==> config.mk <==
export PLATFORM = sky130hd
export DESIGN_NAME = car_detector
export DESIGN_NICKNAME = d
export VERILOG_FILES = /design/src/rtl/car_detector.sv
export SDC_FILE = /design/constraint.sdc
export NUM_CORES = 1
export LEC_CHECK = 0
export CAP_MARGIN = 20
export CORE_UTILIZATION = 30
export DETAILED_ROUTE_END_ITERATION = 10
export REMOVE_ABC_BUFFERS = 1
export SLEW_MARGIN = 5
export SYNTH_ARGS = -nofsm -noshare
export SYNTH_HDL_FRONTEND = slang
export SYNTH_SLANG_ARGS = --single-unit
==> constraint.sdc <==
create_clock -name clock -period 4.6 [get_ports clock]
set_input_delay 0.69 -clock clock [delete_from_list [all_inputs] [get_ports clock]]
set_output_delay 0.69 -clock clock [all_outputs]
set_load 0.02 [all_outputs]
==> src/rtl/car_detector.sv <==
`default_nettype none
// ============================================================================
// Module      : car_detector
// Description : Country-road loop-sensor front end. Synchronises and debounces
//               the raw sensor, counts arriving cars, retires one queued car
//               every DEPART_CYCLES cycles of country GREEN, and raises the
//               car-waiting request X while the queue is non-empty.
// Revision    : 1.0 - initial release
// ============================================================================
module car_detector #(
   parameter int DEBOUNCE      = 3,   // stable samples to accept a level change (2..7)
   parameter int DEPART_CYCLES = 2,   // GREEN cycles per departing car (1..7)
   parameter int MAX_CARS      = 7    // queue saturation value (1..7)
) (
   input  logic       clock,
   input  logic       clear_n,
   input  logic       sensor,
   input  logic [1:0] cntry,
   output logic       X,
   output logic [2:0] car_count,
   output logic       overflow
);

   localparam logic [1:0] c_GREEN    = 2'd2;
   localparam logic [2:0] c_DEB_LAST = 3'(DEBOUNCE - 1);
   localparam logic [2:0] c_DEP_LAST = 3'(DEPART_CYCLES - 1);
   localparam logic [2:0] c_MAX_CARS = 3'(MAX_CARS);

   typedef enum logic [1:0] {
      S_IDLE     = 2'd0,
      S_RISE_CHK = 2'd1,
      S_PRESENT  = 2'd2,
      S_FALL_CHK = 2'd3
   } deb_state_t;

   logic       r_sync1;
   logic       r_s_sync;
   deb_state_t r_state;
   deb_state_t w_next_state;
   logic [2:0] r_deb_cnt;
   logic [2:0] w_deb_cnt_next;
   logic       w_arrival;
   logic [2:0] r_dep_cnt;
   logic       w_dep_active;
   logic       w_departure;
   logic [2:0] r_car_count;
   logic       r_overflow;

   // Two-flop synchroniser: sensor is asynchronous to clock
   always_ff @(posedge clock or negedge clear_n) begin
      if (!clear_n) begin
         r_sync1  <= 1'b0;
         r_s_sync <= 1'b0;
      end else begin
         r_sync1  <= sensor;
         r_s_sync <= r_sync1;
      end
   end

   // Debounce state and stability counter register
   always_ff @(posedge clock or negedge clear_n) begin
      if (!clear_n) begin
         r_state   <= S_IDLE;
         r_deb_cnt <= 3'd0;
      end else begin
         r_state   <= w_next_state;
         r_deb_cnt <= w_deb_cnt_next;
      end
   end

   // Debounce next-state; an arrival is the RISE_CHK -> PRESENT transition
   always_comb begin
      w_next_state   = r_state;
      w_deb_cnt_next = r_deb_cnt;
      w_arrival      = 1'b0;
      case (r_state)
         S_IDLE: begin
            if (r_s_sync) begin
               w_next_state   = S_RISE_CHK;
               w_deb_cnt_next = 3'd1;
            end
         end
         S_RISE_CHK: begin
            if (!r_s_sync) begin
               w_next_state = S_IDLE;
            end else if (r_deb_cnt == c_DEB_LAST) begin
               w_next_state = S_PRESENT;
               w_arrival    = 1'b1;
            end else begin
               w_deb_cnt_next = r_deb_cnt + 3'd1;
            end
         end
         S_PRESENT: begin
            if (!r_s_sync) begin
               w_next_state   = S_FALL_CHK;
               w_deb_cnt_next = 3'd1;
            end
         end
         S_FALL_CHK: begin
            // A short low gap returns to PRESENT without counting a new car
            if (r_s_sync) begin
               w_next_state = S_PRESENT;
            end else if (r_deb_cnt == c_DEB_LAST) begin
               w_next_state = S_IDLE;
            end else begin
               w_deb_cnt_next = r_deb_cnt + 3'd1;
            end
         end
         default: begin
            w_next_state = S_IDLE;
         end
      endcase
   end

   // The timer only runs while GREEN with cars queued; any other cycle drops progress
   assign w_dep_active = (cntry == c_GREEN) && (r_car_count != 3'd0);
   assign w_departure  = w_dep_active && (r_dep_cnt == c_DEP_LAST);

   // Departure timer
   always_ff @(posedge clock or negedge clear_n) begin
      if (!clear_n) begin
         r_dep_cnt <= 3'd0;
      end else if (!w_dep_active || w_departure) begin
         r_dep_cnt <= 3'd0;
      end else begin
         r_dep_cnt <= r_dep_cnt + 3'd1;
      end
   end

   // Queue count with saturation and sticky overflow; simultaneous events cancel
   always_ff @(posedge clock or negedge clear_n) begin
      if (!clear_n) begin
         r_car_count <= 3'd0;
         r_overflow  <= 1'b0;
      end else begin
         case ({w_arrival, w_departure})
            2'b10: begin
               if (r_car_count == c_MAX_CARS) begin
                  r_overflow <= 1'b1;
               end else begin
                  r_car_count <= r_car_count + 3'd1;
               end
            end
            2'b01: begin
               r_car_count <= r_car_count - 3'd1;
            end
            default: begin
               r_car_count <= r_car_count;
            end
         endcase
      end
   end

   // X decoded straight from the count register so it cannot glitch
   assign X         = (r_car_count != 3'd0);
   assign car_count = r_car_count;
   assign overflow  = r_overflow;

endmodule
`default_nettype wire

==> results_dict.tcl <==
set metrics [dict create \
    outcome "completed" \
    ios 10 \
    nFillCells 249 \
    period_minus_slack_ns 2.503 \
    powerDensity_mw_per_mm2 553.7 \
    globalplace.congestion 0.8249 \
    grt_pass1_vias 514 \
    dr.pass1.iters 4 \
    critPathArrivalTime_ns 1.81 \
    cts_tree "yes" \
    initial_core_util_pct 32.90 \
    power_uw 501.5 \
    first_iter_violations 9 \
    setup_ws_ns 2.097 \
    hpwl_um 965.6 \
    power_leakage_uw 0.0004149 \
    die_h_um 52.19 \
    grt_max_degree 15 \
    async_reset_ff_share_pct 100.0 \
    area_delta_synth_final_pct 19.87 \
    num-nets-final 94 \
    drv_slew 0 \
    pre_cts_ws_ns 1.936 \
    r2r_start "r_deb_cnt[0]" \
    cts_resized 0 \
    grt_pass1_wl_mm 2.228 \
    postLayoutCellArea_um2 905.9 \
    die_area_mm2 0.002724 \
    worstSetupPathType "flop to output pin" \
    end_kind "output pin" \
    place_area_um2 869.6 \
    yosysSeqAreaShare_pct 46.36 \
    hp-start "r_sync1" \
    slew_headroom_pct 55.70 \
    critPathLaunchType "flop" \
    cts_made_buffers 3 \
    whs_ns 0.3550 \
    cts.sinks 14 \
    tightest_slew_ns 0.6624 \
    peakVddDrop_v 0.0003394 \
    drive_gt1_share_pct 12.05 \
    syn_area_um2 755.7 \
    synthFlopType "dfrtp_1" \
    cp.required_ns 3.91 \
    crit_path_start "car_count[1]" \
    min_period_over_period_pct 54.40 \
    fmax_mhz 399.6 \
    multiInputGateArea_um2 367.9 \
    fin_worst_skew_ns 0.005457 \
    drt_wl_total_mm 1.281 \
    synth.avg_cell_area_um2 10.64 \
    antenna_found_initial 0 \
    tns_ns 0 \
    core-area_mm2 0.002297 \
    wl_per_cell_um 11.54 \
    rows 17 \
    clk_latency_ns 0.28 \
    htreeDepth 1 \
    seqCellArea_um2 350.3 \
    via_count 541 \
    drv_cap 0 \
    clk_path_buf_depth 2 \
    post_cts_buffers 0 \
    hp-class "flop to flop" \
    portBuffers 9 \
    grt_remaining_overflow 0 \
    clockRootBuffer "clkbuf_4" \
    antenna_left 0 \
    synthCells 71 \
    viasPerCell 4.874 \
    die_w_um 52.19 \
    finalSetupViolCount 0 \
    synth-edff-count 0 \
    yosys_register_bits 14 \
    rsz0062_at_grt "no" \
    n_antenna_cell 0 \
    clkTransAtPathRegs_ns 0.09 \
    grtUsageTotal_pct 11.48 \
    drcViolationCount 0 \
    crit_fanout 6 \
    hold_buffers 0 \
    ys.warnings.count 0 \
    yosysUniqueCellTypes 28 \
    hold_viol 0 \
]
-- cells in the final DEF, fill, tap and decap left out, drive strengths merged, types with 3 or more instances in the layout --
cell           instances
nor2                   9
dfrtp                 14
o21ai                  3
clkbuf                 4
clkdlybuf4s50          9
inv                    7
mux2i                  4
nand2                  7
ha                     4
-- report_power, final --
| group | total (uW) | internal [uW] | switching [uW] |
|---|---|---|---|
| combinational | 210 | 97.9 | 112 |
| clock | 88.9 | 48.2 | 40.8 |
| sequential | 203 | 161 | 41.8 |
| total | 502 | 307 | 194 |
-- through the flow --
step                util [%]  instances
floorplan                  -         70
global placement       37.85        107
detailed placement     37.85        107
CTS                    39.43        111
global route           39.43        111
finish                 39.43        111
-- cell type report --
cell class	instances	share of cell area [%]
clock buffer	4	4.006
inverter	7	2.901
multi-input combinational	49	40.61
sequential	14	38.67
tap	28	3.867
timing repair buffer	9	9.945
-- per-layer routing --
layer  wire length (um)  up-vias  track usage, %
met5                  0        -               0
met2                603        7           15.81
met4                 26        0           7.895
li1                   -      268               -
met3                 33        4           1.739
met1                618      262           16.30
-- cells by family after synthesis --
| logic type | count (synthesis) | synth area share, % |
|---|---|---|
| xor gates and xnor gates | 2 | 2.318 |
| DFF | 14 | 46.36 |
| buffers and inverters | 8 | 4.967 |
| AOI/OAI and AO/OA | 13 | 14.24 |
| adders and majority gates | 5 | 9.272 |
| muxes | 5 | 6.788 |
| and+or+nand+nor | 24 | 16.06 |
-- critical path: stages, from the launching register on --
cell and delay (ns):
dfrtp_1 0.44, or3_1 0.51, clkdlybuf4s50_1 0.58
-- sequential cells by signal (all words and copies together) (netlist names), named ones only --
| register | flops |
|---|---|
| r_s_sync | 1 |
| overflow | 1 |
| r_deb_cnt | 3 |
| r_dep_cnt | 3 |
| r_state | 1 |
| car_count | 3 |
| r_sync1 | 1 |
-- worst paths after layout --
check | end | slack, ns | depth (start not counted)
worst max-delay path | X | 2.10 | 2
worst min-delay path | r_s_sync | 0.35 | 0
worst max register to register | car_count[2] | 2.48 | 9
worst min register to register | r_s_sync | 0.35 | 0
max in group asynchronous | r_dep_cnt[0] | 3.37 | 1
min in group asynchronous | r_deb_cnt[2] | 0.80 | 1
-- synthesized netlist by cell type (2+ instances only) --
master	n	share of area (%)
a21oi_1	2	1.3
dfrtp_1	14	46
ha_1	4	6.6
inv_1	7	3.5
mux2i_1	4	5.3
nand2_1	7	3.5
nand2b_1	2	1.7
nor2_1	9	4.5
o21ai_0	2	1.3
xnor2_1	2	2.3
(Power assumes the default switching activity.)
